===== config.mk =====
export PLATFORM = sky130hd
export DESIGN_NAME = requan3_stage
export DESIGN_NICKNAME = d
export VERILOG_FILES = /design/src/rtl/requan3_stage.sv
export SDC_FILE = /design/constraint.sdc
export NUM_CORES = 2
export LEC_CHECK = 0
export ABC_AREA = 0
export BUFFER_PORTS_ARGS = -buffer_cell sky130_fd_sc_hd__clkbuf_2
export CORE_ASPECT_RATIO = 0.5
export CORE_UTILIZATION = 53
export CTS_CLUSTER_SIZE = 30
export DETAILED_ROUTE_END_ITERATION = 10
export GPL_TIMING_DRIVEN = 0
export PLACE_DENSITY = 0.75
export SYNTH_ARGS = -nofsm -noshare
export SYNTH_HDL_FRONTEND = slang
export SYNTH_SLANG_ARGS = --single-unit
export TNS_END_PERCENT = 5

===== constraint.sdc =====
create_clock -name clk -period 13.63 [get_ports clk]
set_input_delay 0 -clock clk [delete_from_list [all_inputs] [get_ports clk]]
set_output_delay 0 -clock clk [all_outputs]
set_load 0.01 [all_outputs]

===== src/rtl/requan3_stage.sv =====
// requan3_stage: three-stage requantizer, int32 accumulator to saturated int16 activation.
module requan3_stage #(
    parameter int ACC_W = 32,
    parameter int OUT_W = 16
) (
    input  logic             clk,
    input  logic             rst,
    input  logic             stall,
    input  logic             in_valid,
    input  logic [ACC_W-1:0] acc_in,
    input  logic [ACC_W-1:0] bias,
    input  logic [ACC_W-1:0] mult,
    input  logic [4:0]       shift,
    input  logic [OUT_W-1:0] zero_point,
    input  logic             relu_en,
    output logic             out_valid,
    output logic [OUT_W-1:0] requan_result
);
    localparam int PW = 2 * ACC_W;
    localparam logic signed [PW-1:0] WMAX = (64'sd1 <<< (OUT_W - 1)) - 64'sd1;
    localparam logic signed [PW-1:0] WMIN = -(64'sd1 <<< (OUT_W - 1));

    logic                    v1, v2;
    logic [ACC_W-1:0]        sum1, mult1;
    logic [4:0]              sh1, sh2;
    logic [OUT_W-1:0]        zp1, zp2;
    logic                    relu1, relu2;
    logic signed [PW-1:0]    prod2;

    logic [ACC_W:0]          sum_w;
    logic [ACC_W-1:0]        sat_w;
    logic signed [PW-1:0]    prod_w, rnd, r, zp_w, t_w, t_r;
    logic [6:0]              n;
    logic [OUT_W-1:0]        res_w;

    always_comb begin
        sum_w  = {acc_in[ACC_W-1], acc_in} + {bias[ACC_W-1], bias};
        sat_w  = (sum_w[ACC_W] != sum_w[ACC_W-1]) ? {sum_w[ACC_W], {(ACC_W-1){~sum_w[ACC_W]}}}
                                                  : sum_w[ACC_W-1:0];
        prod_w = $signed({{ACC_W{sum1[ACC_W-1]}}, sum1}) * $signed({{ACC_W{mult1[ACC_W-1]}}, mult1});
        n      = 7'd31 + {2'b00, sh2};
        rnd    = {{(PW-1){1'b0}}, 1'b1} << (n - 7'd1);
        r      = (prod2 + rnd) >>> n;
        zp_w   = {{(PW-OUT_W){zp2[OUT_W-1]}}, zp2};
        t_w    = r + zp_w;
        t_r    = (relu2 && t_w < zp_w) ? zp_w : t_w;
        res_w  = t_r > WMAX ? {1'b0, {(OUT_W-1){1'b1}}} :
                 t_r < WMIN ? {1'b1, {(OUT_W-1){1'b0}}} : t_r[OUT_W-1:0];
    end

    // Valid bits advance every unstalled cycle; data loads only behind a valid beat.
    always_ff @(posedge clk) begin
        if (!rst) begin
            v1            <= 1'b0;
            v2            <= 1'b0;
            out_valid     <= 1'b0;
            requan_result <= '0;
            sum1          <= '0;
            mult1         <= '0;
            sh1           <= '0;
            zp1           <= '0;
            relu1         <= 1'b0;
            prod2         <= '0;
            sh2           <= '0;
            zp2           <= '0;
            relu2         <= 1'b0;
        end else if (!stall) begin
            v1        <= in_valid;
            v2        <= v1;
            out_valid <= v2;
            if (in_valid) begin
                sum1  <= sat_w;
                mult1 <= mult;
                sh1   <= shift;
                zp1   <= zero_point;
                relu1 <= relu_en;
            end
            if (v1) begin
                prod2 <= prod_w;
                sh2   <= sh1;
                zp2   <= zp1;
                relu2 <= relu1;
            end
            if (v2)
                requan_result <= res_w;
        end
    end
endmodule


==> out/metrics.csv <==
stage,metric,value,unit
run_status,status,"finished, final reports clean",
critical_path,cp_common_cell,nand4_1,
cts,path_clk_slew,0.09,ns
critical_path,cp_num_buf_inv,10,
global_routing,grt_pass1_vias,54951,
global_routing,grt_start_max_net_pins,52,
global_routing,grt-ovfl-total,0,
layout,postLayoutCoreUtil,58.58,%
critical_path,cpPeakStageDelay,0.54,ns
power,switchingPower,1763,µW
sta,worstMarginPinSlew,1.480,ns
critical_path,cp-end-kind,flop,
cts,htreeDepth,4,
cts,clkLatencyLatePin,0.50,ns
cts,cts_root_buffer,clkbuf_16,
cts,cts_tree,yes,
logic_synthesis,synth_seq_cells,191,
floorplanning,die_h,239.6,µm
sta,finClkSkew,0.02416,ns
cts,cts_sinks,191,
global_routing,grtUsageTotal,39.69,%
logic_synthesis,syn_inst,7459,
power,total_power,3325,µW
critical_path,reg2reg_depth,52,
power,comb_power_share,64.4,%
sta,fin_hold_ws,0.06471,ns
sta,min_period_over_period,97.21,%
detailed_routing,drt_wl_total,227.4,mm
cts,clockBufferDepth,2,
critical_path,required,14.02,ns
critical_path,worst-path-stages,52,
worst_hold_path,hp-class,primary input to flop,
floorplanning,ios,139,
layout,drive_gt1_share,6.406,%
power,p_clk_share,16.3,%
critical_path,reg2reg_to,requan_result[3],
sta,slew_headroom,1.351,%
detailed_routing,vias,56147,
logic_synthesis,netlist-cell-type-count,107,
critical_path,r2r-start,sh2[0],
power,ir_worst_vdd,0.1027,mV
floorplanning,start_util,53.90,%
logic_synthesis,yosys.area.top_type,fa_1,
placement,pre_cts_slack,-4.613,ns
critical_path,start_kind,flop,
flow_run,drv_cap,0,
critical_path,critPathKind,flop to flop,
worst_hold_path,hp-start,bias[0],
detailed_routing,antenna_left,0,
sta,setup_viol,0,
layout,finalInstanceArea,0.06505,mm²
floorplanning,row_count,86,
critical_path,crit_family,compound AO/OA/AOI/OAI gates,
global_routing,antenna_found_initial,18,
power,power_leakage,0.02866,µW
logic_synthesis,synthesis.area,0.05985,mm²
sta,max_freq,75.48,MHz
critical_path,startpoint,sh2[0],
placement,routabilityCongestion,1.076,
logic_synthesis,synth_edf_count,0,
detailed_routing,avgViaCountPerCell,6.083,
sta,slew_viol_final,0,
detailed_routing,drtPass1Iterations,6,
logic_synthesis,synth.avg_cell_area,8.024,µm²
layout,fin_nets,9316,
layout,final_common_cell,nand2_1,
critical_path,slowest_stage,or4_1,
critical_path,critPathArrivalTime,13.64,ns
power,sequentialPowerShare,19.4,%
detailed_routing,post_drt_wl_per_cell,24.64,µm
floorplanning,coreArea,0.1110,mm²
sta,min_period,13.25,ns
sta,setup_slack,0.3809,ns
logic_synthesis,synth_top_area_share,36.29,%
placement,placed_area,0.06249,mm²
placement,hpwl,188.1,mm
logic_synthesis,ys.flop_type,dfxtp_1,
critical_path,cp_max_fo,17,
logic_synthesis,yosysWarnings,0,
placement,io_buffer_count,137,
critical_path,crit_end,requan_result[3],
logic_synthesis,yosys-top-cells-area,"fa_1, ha_1, nand2_1, inv_1, dfxtp_1",
logic_synthesis,ys_seq_area_share,6.388,%
layout,area_delta_synth_final,8.684,%
floorplanning,die_area,0.1144,mm²
cts,cts_buffers,17,
detailed_routing,drt_iter0_drc,6242,
power,powerDensity,51.12,mW/mm²
logic_synthesis,synthArstFlopShare,0,%
detailed_routing,drcViolationCount,0,
critical_path,r2r_slack,0.38,ns
power,swShare,53.00,%
layout,final_cell_mix,"nand2_1, inv_1, fa_1, a21oi_1, ha_1",
power,intPower,1563,µW
global_routing,grt_first_pass_wirelength,340.4,mm
sta,hold_viol_final,0,
floorplanning,die_w,477.2,µm
[per-stage QoR]
stage                     std cells  TNS (ns)
after floorplan                7474         0
after global placement         9107    -74.71
after detailed placement       9109    -71.60
after CTS                      9212         0
after global routing           9209   -0.6119
final                          9230         0
[sequential cells by signal, indices dropped and copies added (netlist names)]
| name | cells |
|---|---|
| mult1 | 32 |
| out_valid | 1 |
| prod2 | 64 |
| relu1 | 1 |
| relu2 | 1 |
| requan_result | 16 |
| sh1 | 5 |
| sh2 | 5 |
| sum1 | 32 |
| v1 | 1 |
| v2 | 1 |
| zp1 | 16 |
| zp2 | 16 |
[power groups by stage]
stage	clock network (µW)	registers, µW	logic [µW]
after floorplan	0	615	1320
after global placement	0	651	1980
after detailed placement	0	651	2010
after CTS	541	638	2050
after global routing	560	641	2320
final	541	644	2140
[final cells by class]
cell class | instances | area (µm²)
inverter | 1206 | 4537
timing repair buffer | 223 | 1494
clock buffer | 17 | 425.4
clock inverter | 15 | 211.5
fill | 10237 | 46000
sequential | 191 | 3826
multi-input combinational | 5639 | 50860
buffer | 421 | 1765
antenna | 22 | 55.05
tap | 1496 | 1872
[cell usage after synthesis, drive strengths merged (52+ instances only)]
cell type,n
a211oi,68
a21o,130
a21oi,489
a31oi,52
and2,296
buf,55
clkbuf,383
dfxtp,191
fa,1085
ha,410
inv,1204
mux2i,56
nand2,1289
nand2b,70
nand3,87
nand4,68
nor2,299
nor3,81
o211ai,55
o21ai,268
xnor2,133
xor2,63
[tightest hold or removal path, stage by stage]
cell and delay [ns]:
clkbuf_2 0.08, ha_1 0.21, a21oi_1 0.09, a21oi_1 0.15
[cell families (layout without fill, tap and decap cells)]
kind of cell	count (synthesis)	after routing	share of synthesized area (%)
and+or+nand+nor	2415	2415	18.52
buffers and inverters	1644	1882	10.41
adders and majority gates	1502	1502	44.98
AOI/OAI and AO/OA	1425	1425	15.27
xor gates and xnor gates	196	196	2.881
DFF	191	191	6.388
muxes	84	84	1.539
other	2	39	0.01255
[layer usage]
metal / vias up / GRT usage [%] / share of wire (%)
met2: 3194 / 58.81 / 41
met1: 27822 / 53.04 / 41
li1: 24506 / - / -
met3: 601 / 13.82 / 13
met4: 24 / 15.56 / 4.6
met5: - / 0.8824 / 0.12
[timing repair]
item                                    4_1_cts  5_1_grt
gates cloned                                  0        0
hold buffers                                 56        0
gates resized for setup                     189       80
endpoints found under the setup margin       16       15
buffers inserted                             24        4
hold endpoints to repair                     63        0
pin swaps                                    28       15
[worst min-delay path by stage]
stage | end | depth (start not counted)
floorplan | relu1 | 2
detailed placement | mult1[11] | 3
CTS | sum1[0] | 4
global placement | mult1[26] | 3
finish | sum1[0] | 4
global route | sum1[0] | 4
Power figures use the tool's default switching activity.
